<file path="config.mk">
export PLATFORM = sky130hd
export DESIGN_NAME = mem_access_ctrl
export DESIGN_NICKNAME = d
export VERILOG_FILES = /design/src/rtl/mem_access_ctrl.sv
export SDC_FILE = /design/constraint.sdc
export NUM_CORES = 1
export LEC_CHECK = 0
export ABC_CLOCK_PERIOD_IN_PS = 6850
export CORE_UTILIZATION = 49
export DETAILED_ROUTE_END_ITERATION = 7
export GPL_TIMING_DRIVEN = 0
export PLACE_DENSITY = 0.86
export REMOVE_ABC_BUFFERS = 1
export SYNTH_ARGS = -nofsm -noshare
export SYNTH_HDL_FRONTEND = slang
export SYNTH_SLANG_ARGS = --single-unit
</file>
<file path="constraint.sdc">
create_clock -name clk -period 6.85 [get_ports clk]
set_input_delay 1.0275 -clock clk [delete_from_list [all_inputs] [get_ports clk]]
set_output_delay 1.0275 -clock clk [all_outputs]
set_load 0.03 [all_outputs]
</file>
<file path="src/rtl/mem_access_ctrl.sv">
// rtl/mem_access_ctrl.sv - data memory port controller: loads, word stores, byte read-modify-write
// Registered-output FSM; the memory is word-wide, big-endian, with combinational read data.
module mem_access_ctrl #(
  parameter int ADDR_W      = 32,
  parameter int DATA_W      = 32,
  parameter int BASE_ADDR   = 1024,
  parameter int MEM_BYTES   = 256,
  parameter int WAIT_CYCLES = 0
) (
  input  logic              clk,
  input  logic              rst,
  input  logic              req_valid,
  output logic              req_ready,
  input  logic              req_write,
  input  logic              req_byte,
  input  logic [ADDR_W-1:0] req_addr,
  input  logic [DATA_W-1:0] req_wdata,
  output logic              resp_valid,
  output logic [DATA_W-1:0] resp_rdata,
  output logic              resp_err,
  output logic              busy,
  output logic [ADDR_W-1:0] mem_address,
  output logic [DATA_W-1:0] mem_write_data,
  output logic              mem_read,
  output logic              mem_write,
  input  logic [DATA_W-1:0] mem_read_data
);

  typedef enum logic [2:0] {
    S_IDLE,
    S_RD,
    S_WR,
    S_RMW_RD,
    S_RMW_WR,
    S_DONE
  } state_t;

  localparam logic [3:0]      W_LAST = 4'(WAIT_CYCLES);
  localparam logic [ADDR_W:0] WIN_LO = (ADDR_W+1)'(BASE_ADDR);
  localparam logic [ADDR_W:0] WIN_HI = (ADDR_W+1)'(BASE_ADDR + MEM_BYTES);

  state_t      state;
  logic [3:0]  cnt;
  logic [1:0]  lat_lane;
  logic        lat_byte;
  logic [7:0]  lat_wbyte;

  logic [ADDR_W:0]   addr_ext;
  logic              in_window;
  logic [ADDR_W-1:0] aligned;

  // One extra bit so BASE_ADDR+MEM_BYTES cannot wrap at the top of the address space.
  assign addr_ext  = {1'b0, req_addr};
  assign in_window = (addr_ext >= WIN_LO) && (addr_ext < WIN_HI);
  assign aligned   = {req_addr[ADDR_W-1:2], 2'b00};

  // Big-endian lanes: byte offset 0 lives in the most significant byte.
  function automatic logic [DATA_W-1:0] lane_extract(input logic [DATA_W-1:0] word,
                                                     input logic [1:0] sel);
    logic [DATA_W-1:0] shifted;
    shifted = word >> (DATA_W - 8 - 8 * int'(sel));
    return {{(DATA_W-8){1'b0}}, shifted[7:0]};
  endfunction

  function automatic logic [DATA_W-1:0] lane_merge(input logic [DATA_W-1:0] word,
                                                   input logic [1:0] sel,
                                                   input logic [7:0] bval);
    int                sh;
    logic [DATA_W-1:0] mask;
    logic [DATA_W-1:0] ins;
    sh   = DATA_W - 8 - 8 * int'(sel);
    mask = {{(DATA_W-8){1'b0}}, 8'hFF} << sh;
    ins  = {{(DATA_W-8){1'b0}}, bval} << sh;
    return (word & ~mask) | ins;
  endfunction

  always_ff @(posedge clk or posedge rst) begin
    if (rst) begin
      state          <= S_IDLE;
      cnt            <= '0;
      lat_lane       <= '0;
      lat_byte       <= 1'b0;
      lat_wbyte      <= '0;
      req_ready      <= 1'b1;
      busy           <= 1'b0;
      resp_valid     <= 1'b0;
      resp_rdata     <= '0;
      resp_err       <= 1'b0;
      mem_address    <= '0;
      mem_write_data <= '0;
      mem_read       <= 1'b0;
      mem_write      <= 1'b0;
    end else begin
      case (state)
        S_IDLE: begin
          if (req_valid) begin
            cnt       <= '0;
            lat_lane  <= req_addr[1:0];
            lat_byte  <= req_byte;
            lat_wbyte <= req_wdata[7:0];
            req_ready <= 1'b0;
            busy      <= 1'b1;
            if (!in_window) begin
              // Errors complete without touching the memory port.
              state      <= S_DONE;
              resp_valid <= 1'b1;
              resp_err   <= 1'b1;
              resp_rdata <= '0;
            end else if (!req_write) begin
              state       <= S_RD;
              mem_address <= aligned;
              mem_read    <= 1'b1;
            end else if (!req_byte) begin
              state          <= S_WR;
              mem_address    <= aligned;
              mem_write_data <= req_wdata;
              mem_write      <= (W_LAST == 4'd0);
            end else begin
              state       <= S_RMW_RD;
              mem_address <= aligned;
              mem_read    <= 1'b1;
            end
          end
        end

        S_RD, S_RMW_RD: begin
          if (cnt == W_LAST) begin
            cnt      <= '0;
            mem_read <= 1'b0;
            if (state == S_RD) begin
              state       <= S_DONE;
              mem_address <= '0;
              resp_valid  <= 1'b1;
              resp_err    <= 1'b0;
              resp_rdata  <= lat_byte ? lane_extract(mem_read_data, lat_lane) : mem_read_data;
            end else begin
              state          <= S_RMW_WR;
              mem_write_data <= lane_merge(mem_read_data, lat_lane, lat_wbyte);
              mem_write      <= (W_LAST == 4'd0);
            end
          end else begin
            cnt <= cnt + 4'd1;
          end
        end

        S_WR, S_RMW_WR: begin
          if (cnt == W_LAST) begin
            state          <= S_DONE;
            cnt            <= '0;
            mem_write      <= 1'b0;
            mem_write_data <= '0;
            mem_address    <= '0;
            resp_valid     <= 1'b1;
            resp_err       <= 1'b0;
            resp_rdata     <= '0;
          end else begin
            // Strobe only on the final cycle of the address-setup window.
            cnt       <= cnt + 4'd1;
            mem_write <= ((cnt + 4'd1) == W_LAST);
          end
        end

        S_DONE: begin
          state      <= S_IDLE;
          cnt        <= '0;
          resp_valid <= 1'b0;
          resp_err   <= 1'b0;
          resp_rdata <= '0;
          req_ready  <= 1'b1;
          busy       <= 1'b0;
        end

        default: begin
          state      <= S_IDLE;
          cnt        <= '0;
          req_ready  <= 1'b1;
          busy       <= 1'b0;
          resp_valid <= 1'b0;
          mem_read   <= 1'b0;
          mem_write  <= 1'b0;
        end
      endcase
    end
  end

endmodule

</file>
==> out/qor.csv, run 1 <==
stage;metric;value;unit
outcome;outcome;finished, violations left;
outcome;violated checks;design-rule violations;
drt;DR iter-0 viols;429;
yosys;most area-hungry cell type in the Yosys netlist;dfrtp_1;
cells_and_area;final net count;827;
grt;busiest grt layer;met2;
timing;worst clock skew;0.007234;ns
yosys;asr flop ratio synth;100.0;%
grt;GR met3 Demand/Resource;7.458;%
power_and_ir_drop;Power Dens Cells;456.4;nW/µm²
yosys;ys flop type;dfrtp_1;
power_and_ir_drop;Pleak;3.991;nW
power_and_ir_drop;VDD IR-drop max;0.1934;mV
drt;antenna-violating nets left;0;
place;placed instance count;847;
yosys;Synth Instances;535;
clocking;post-CTS setup buffer count;0;
timing;period utilization;46.66;%
timing;Post-Route Setup TNS;0;ns
grt;total track usage;29.24;%
grt;first-pass GRT wire length;28.01;mm
yosys;commonest cells in the netlist;dfrtp_1 (117), nand2_1 (92), mux2i_1 (47), mux2_4 (30), o21ai_0 (27);
yosys;largest cells by area after synthesis;dfrtp_1 (50%), mux2i_1 (8.0%), mux2_4 (7.6%);
yosys;most frequent cell after synthesis;dfrtp_1;
cells_and_area;diode count;0;
timing;Worst-Margin Slew;1.325;ns
floorplan;die width;111.8;µm
clocking;clock root buffer;clkbuf_16;
floorplan;Core ar.;11560;µm²
critical_path;crit path max fanout;32;
clocking;# H-tree levels;4;
yosys;YS warnings;0;
drt;DRT Pass-1 Iters;7;
grt;antenna violations before repair;0;
floorplan;io pins;203;
floorplan;Die ar.;12500;µm²
clocking;CTS tree;yes;
timing;Hold Fails Final Rpt;0;
yosys;sequential area share after synthesis;50.02;%
min_path;Hold Crit Class;register to register;
grt;grt total ovfl;0;
drt;final WL;17.48;mm
clocking;clock sink total;118;
critical_path;critical path class;primary input to register;
grt;met1 GRT Util;34.97;%
cells_and_area;final core utilization;74.13;%
drt;via count;5044;
grt;GR Util met2;49.65;%
place;Placer Congestion;0.8497;
critical_path;CP required;7.19;ns
place;IO buf count;200;
clocking;PostCTS Resize Cnt;0;
timing;RSZ-0062 raised after global routing;false;
clocking;Clock Tree Buf Depth;2;
timing;Fin Hold WS;0.4835;ns
yosys;Synth cell types;62;
drt;drt wl/cell;19.88;µm
cells_and_area;Non-Filler Instances;879;
cells_and_area;Area growth, synth to finish;45.17;%
place;placed wire-length estimate;11.68;mm
timing;final slew viol count;0;
critical_path;crit start category;primary input;
critical_path;CP arrival;3.54;ns
timing;Slew headroom;11.69;%
yosys;synthesized flop and latch total;118;
cells_and_area;share of layout cells above drive strength 1;12.23;%
clocking;hold-fix buffers at CTS;0;
yosys;post-synthesis cell area;5906;µm²
clocking;worst skew pair latency;0.42;ns
grt;largest net degree at the start of global routing;62;
run;Max Cap Viol;0;
clocking;Reg clk slew, reported paths;0.05;ns
floorplan;row cnt;39;
critical_path;CP Capture Type;register;
floorplan;Initial Util;51.07;%
cells_and_area;FILL cells;780;
timing;Final setup viols;0;
timing;f_max;0.3129;GHz
drt;DRC violations left;20;
yosys;Post-synth EDFFs;0;
yosys;Post-Syn Area per Cell;11.04;µm²
floorplan;die span in y;111.8;µm
yosys;Synth top area share;49.58;%
grt;vias in the first global route;5325;
timing;Final min period;3.196;ns
drt;vias per inst;5.738;
clocking;CTS Buf Count;17;
==> worst max-delay path, cell delays in order <==
cell and delay, ns:
clkdlybuf4s50_1 0.41, nor4_2 0.31, nand4_2 0.23, o211ai_1 0.22, a21o_1 1.01, a22o_1 0.31
==> state kept, by name, indices dropped and copies added, names as in the netlist <==
name            cells
lat_wbyte           8
mem_write           1
cnt                 4
mem_address        30
req_ready           1
busy                1
lat_lane            2
resp_valid          1
resp_err            1
state               3
mem_write_data     32
resp_rdata         32
lat_byte            1
mem_read            1
==> kinds of logic after synthesis <==
logic type,share of synthesized area (%)
DFF,50.02
other,0.06350
adders and majority gates,0.6357
buffers and inverters,4.470
muxes,16.36
AOI/OAI and AO/OA,13.33
xor gates and xnor gates,1.059
and+or+nand+nor,14.07
==> area by class of cell <==
| type | instances | area (µm²) | area share, % |
|---|---|---|---|
| multi-input cells | 371 | 2699 | 31.48 |
| well taps | 143 | 178.9 | 2.087 |
| clock buffers | 22 | 494.2 | 5.765 |
| inverters | 13 | 53.80 | 0.6276 |
| flip-flops and latches | 118 | 2954 | 34.46 |
| repair buffers | 202 | 2049 | 23.91 |
| clock inverters | 10 | 143.9 | 1.678 |
==> layer usage <==
metal / share of wire [%] / vias up
met3: 8.6 / 32
li1: - / 2262
met4: 2.3 / 0
met1: 39 / 2488
met5: 0 / -
met2: 50 / 262
==> cells in the final DEF (no fill, tap or decap), types with 2 or more instances in the layout <==
| cell | instances |
|---|---|
| clkbuf_8 | 5 |
| nor4_2 | 3 |
| o2bb2ai_1 | 8 |
| nand2b_1 | 4 |
| o21ai_0 | 27 |
| xnor2_1 | 3 |
| conb_1 | 2 |
| nor2_1 | 12 |
| nand2_1 | 92 |
| nand3_1 | 5 |
| dfrtp_1 | 117 |
| clkbuf_16 | 17 |
| clkinvlp_4 | 3 |
| mux2_2 | 4 |
| bufinv_16 | 3 |
| a21oi_1 | 11 |
| nor4_1 | 3 |
| mux2i_1 | 47 |
| ha_1 | 3 |
| and2_1 | 23 |
| clkdlybuf4s50_1 | 200 |
| a22o_1 | 24 |
| o21ai_1 | 22 |
| inv_1 | 11 |
| clkinv_4 | 3 |
| o211ai_1 | 3 |
| mux2_4 | 30 |
| a211oi_1 | 2 |
| nor3_1 | 3 |
| nand3b_1 | 2 |
| a22oi_1 | 8 |
==> final timing paths <==
path / startpoint / endpoint / slack [ns] / cells past startpoint
max reg2reg: cnt[0]$_DFFE_PP0N_ / resp_rdata[13]$_DFFE_PP0P_ / 3.77 / 6
min in group asynchronous: rst / mem_address[18]$_DFFE_PP0P_ / 1.05 / 2
max: req_addr[17] / resp_rdata[13]$_DFFE_PP0P_ / 3.65 / 6
min: resp_rdata[7]$_DFFE_PP0P_ / resp_rdata[7]$_DFFE_PP0P_ / 0.48 / 1
min reg2reg: resp_rdata[7]$_DFFE_PP0P_ / resp_rdata[7]$_DFFE_PP0P_ / 0.48 / 1
max in group asynchronous: rst / req_ready$_DFFE_PP1P_ / 5.08 / 3
==> per-stage QoR <==
step | instance area, µm² | power (mW) | setup slack (ns)
4_1_cts | 8573 | 3.911 | 3.689
2_1_floorplan | 5694 | 2.249 | 2.695
3_3_place_gp | 7875 | 2.879 | 1.089
5_1_grt | 8573 | 4.083 | 3.523
6_report | 8573 | 3.913 | 3.654
3_5_place_dp | 7935 | 2.937 | 3.264
==> where the power goes <==
part	switching (mW)	total [mW]	internal (mW)
sequential	0.207	1.10	0.897
clock	0.325	0.946	0.621
combinational	1.05	1.86	0.818
Note: power is estimated with default switching activity, not from simulation.
==> run 2, diff against run 1 <==
--- a/config.mk
+++ b/config.mk
@@ -5,11 +5,11 @@
 export SDC_FILE = /design/constraint.sdc
 export NUM_CORES = 1
 export LEC_CHECK = 0
-export ABC_CLOCK_PERIOD_IN_PS = 6850
-export CORE_UTILIZATION = 49
+export ABC_CLOCK_PERIOD_IN_PS = 3100
+export CORE_UTILIZATION = 46
 export DETAILED_ROUTE_END_ITERATION = 7
 export GPL_TIMING_DRIVEN = 0
-export PLACE_DENSITY = 0.86
+export PLACE_DENSITY = 0.81
 export REMOVE_ABC_BUFFERS = 1
 export SYNTH_ARGS = -nofsm -noshare
 export SYNTH_HDL_FRONTEND = slang
==> constraint.sdc (replaced) <==
create_clock -name clk -period 3.1 [get_ports clk]
set_input_delay 0.465 -clock clk [delete_from_list [all_inputs] [get_ports clk]]
set_output_delay 0.465 -clock clk [all_outputs]
set_load 0.03 [all_outputs]
==> run 2 against run 1 <==
- die area grew 6.4%
- global-route usage down 2.0 points
- core utilization is 5.3 points lower
- the run now ends clean
- largest power group unchanged
- count of clock-buffer cells in the layout shrank 3
- sequential share of layout area is 0.33 points lower
- critical path depth down 1
- register-to-register slack worse by 3.5 ns
- total power increased by 120%
- worst setup slack worse by 3.4 ns
==> out/qor.csv, run 2 (synthesized netlist as in run 1, its figures left out) <==
stage;metric;value;unit
outcome;outcome;complete, no violations;
floorplan;Initial Util;46.99;%
critical_path;flop-to-flop setup slack;0.25;ns
clocking;worst skew pair latency;0.42;ns
cells_and_area;Area growth, synth to finish;46.57;%
place;Placer Congestion;0.8332;
power_and_ir_drop;post-layout power;8.733;mW
drt;DR iter-0 viols;402;
drt;vias per inst;5.470;
floorplan;die span in y;115.3;µm
critical_path;CP required;3.45;ns
clocking;CTS Buf Count;17;
drt;final WL;16.94;mm
clocking;clock sink total;118;
timing;final slew viol count;0;
cells_and_area;Final Cell Area;8656;µm²
critical_path;Reg-to-Reg Start;state[2]$_DFFE_PP0P_;
clocking;PostCTS Resize Cnt;0;
cells_and_area;final net count;827;
grt;antenna violations before repair;0;
floorplan;Die ar.;13300;µm²
cells_and_area;most common cell after layout, fill and taps aside;clkdlybuf4s50_1;
min_path;Hold Crit Class;primary input to async pin;
clocking;CTS tree;yes;
critical_path;critical path class;register to register;
clocking;hold-fix buffers at CTS;0;
timing;Worst-Margin Slew;1.217;ns
grt;vias in the first global route;5168;
floorplan;Core ar.;12570;µm²
power_and_ir_drop;VDD IR-drop max;0.5060;mV
clocking;# H-tree levels;4;
timing;PnR worst setup slack;0.2491;ns
drt;DRC violations left;0;
critical_path;CP Capture Type;register;
cells_and_area;diode count;0;
clocking;clock root buffer;clkbuf_16;
grt;grt total ovfl;0;
clocking;Clock Tree Buf Depth;2;
power_and_ir_drop;Power Dens Cells;1009;nW/µm²
grt;total track usage;27.20;%
timing;Final setup viols;0;
timing;Slew headroom;18.87;%
grt;first-pass GRT wire length;27.26;mm
timing;period utilization;91.96;%
critical_path;Worst Setup SP;state[2]$_DFFE_PP0P_;
critical_path;CP arrival;3.20;ns
critical_path;crit path max fanout;32;
timing;f_max;0.3508;GHz
timing;worst clock skew;0.005308;ns
place;Post-DP Area;7971;µm²
clocking;post-CTS setup buffer count;0;
timing;Final min period;2.851;ns
critical_path;crit start category;register;
place;IO buf count;200;
drt;antenna-violating nets left;0;
floorplan;row cnt;41;
cells_and_area;most frequent cells in the layout;clkdlybuf4s50_1 (200), dfrtp_1 (117), nand2_1 (92), mux2i_1 (47), mux2_4 (30);
timing;Hold Fails Final Rpt;0;
floorplan;io pins;203;
cells_and_area;biggest registers after layout;mem_write_data: 32 flops, resp_rdata: 32 flops, mem_address: 30 flops;
timing;Fin Hold WS;0.3767;ns
grt;largest net degree at the start of global routing;93;
run;Max Cap Viol;0;
place;pre-CTS setup slack;0.06894;ns
cells_and_area;share of layout cells above drive strength 1;12.23;%
drt;drt wl/cell;18.65;µm
floorplan;die width;115.3;µm
clocking;Reg clk slew, reported paths;0.06;ns
drt;DRT Pass-1 Iters;4;
power_and_ir_drop;Pleak;4.015;nW
timing;RSZ-0062 raised after global routing;false;
drt;via count;4967;
place;placed wire-length estimate;11.66;mm
[run 2: changes by cell type in the layout (fill, tap and decap cells not counted), sizes merged]
cell	before	now
bufinv	3	6
clkbuf	22	19
clkinv	4	5
clkinvlp	3	2
[run 2: final cells by class]
class,instances,area [µm²]
clock buffers,19,442.9
flip-flops and latches,118,2954
fillers,907,3913
repair buffers,202,2049
clock inverters,13,227.7
well taps,172,215.2
multi-input cells,371,2713
inverters,13,53.80
[run 2: final timing paths]
kind | depth (start not counted) | endpoint
setup / recovery | 5 | resp_rdata[24]$_DFFE_PP0P_
hold / removal | 2 | mem_address[23]$_DFFE_PP0P_
setup reg to reg | 5 | resp_rdata[24]$_DFFE_PP0P_
hold reg to reg | 1 | mem_address[8]$_DFFE_PP0P_
max in group asynchronous | 3 | req_ready$_DFFE_PP1P_
min in group clk | 1 | mem_address[8]$_DFFE_PP0P_
[run 2: power breakdown]
part | switching [mW] | internal, mW | leakage, nW
Sequential | 0.455 | 1.98 | 1.56
Combinational | 2.26 | 1.81 | 2.13
Clock | 0.707 | 1.52 | 0.323
[run 2: metal layers]
layer	track usage, %	vias up	routed length, µm
met1	33.07	2464	6951
li1	-	2260	-
met5	0	-	0
met4	10.13	0	262
met2	45.87	218	8370
met3	7.749	25	1353
[run 2: through the flow]
step	instances	TNS, ns	utilization [%]
4_1_cts	908	0	68.76
2_1_floorplan	502	-57.62	-
5_1_grt	908	0	68.87
3_3_place_gp	874	-262.83	62.95
3_5_place_dp	876	0	63.42
6_report	908	0	68.87
[run 2: worst max-delay path, cell delays in order (launching register included)]
cell and delay, ns:
dfrtp_1 0.75, nor2_1 0.55, o21ai_1 0.12, o21ai_1 0.09, a21o_1 0.95, a22o_1 0.30
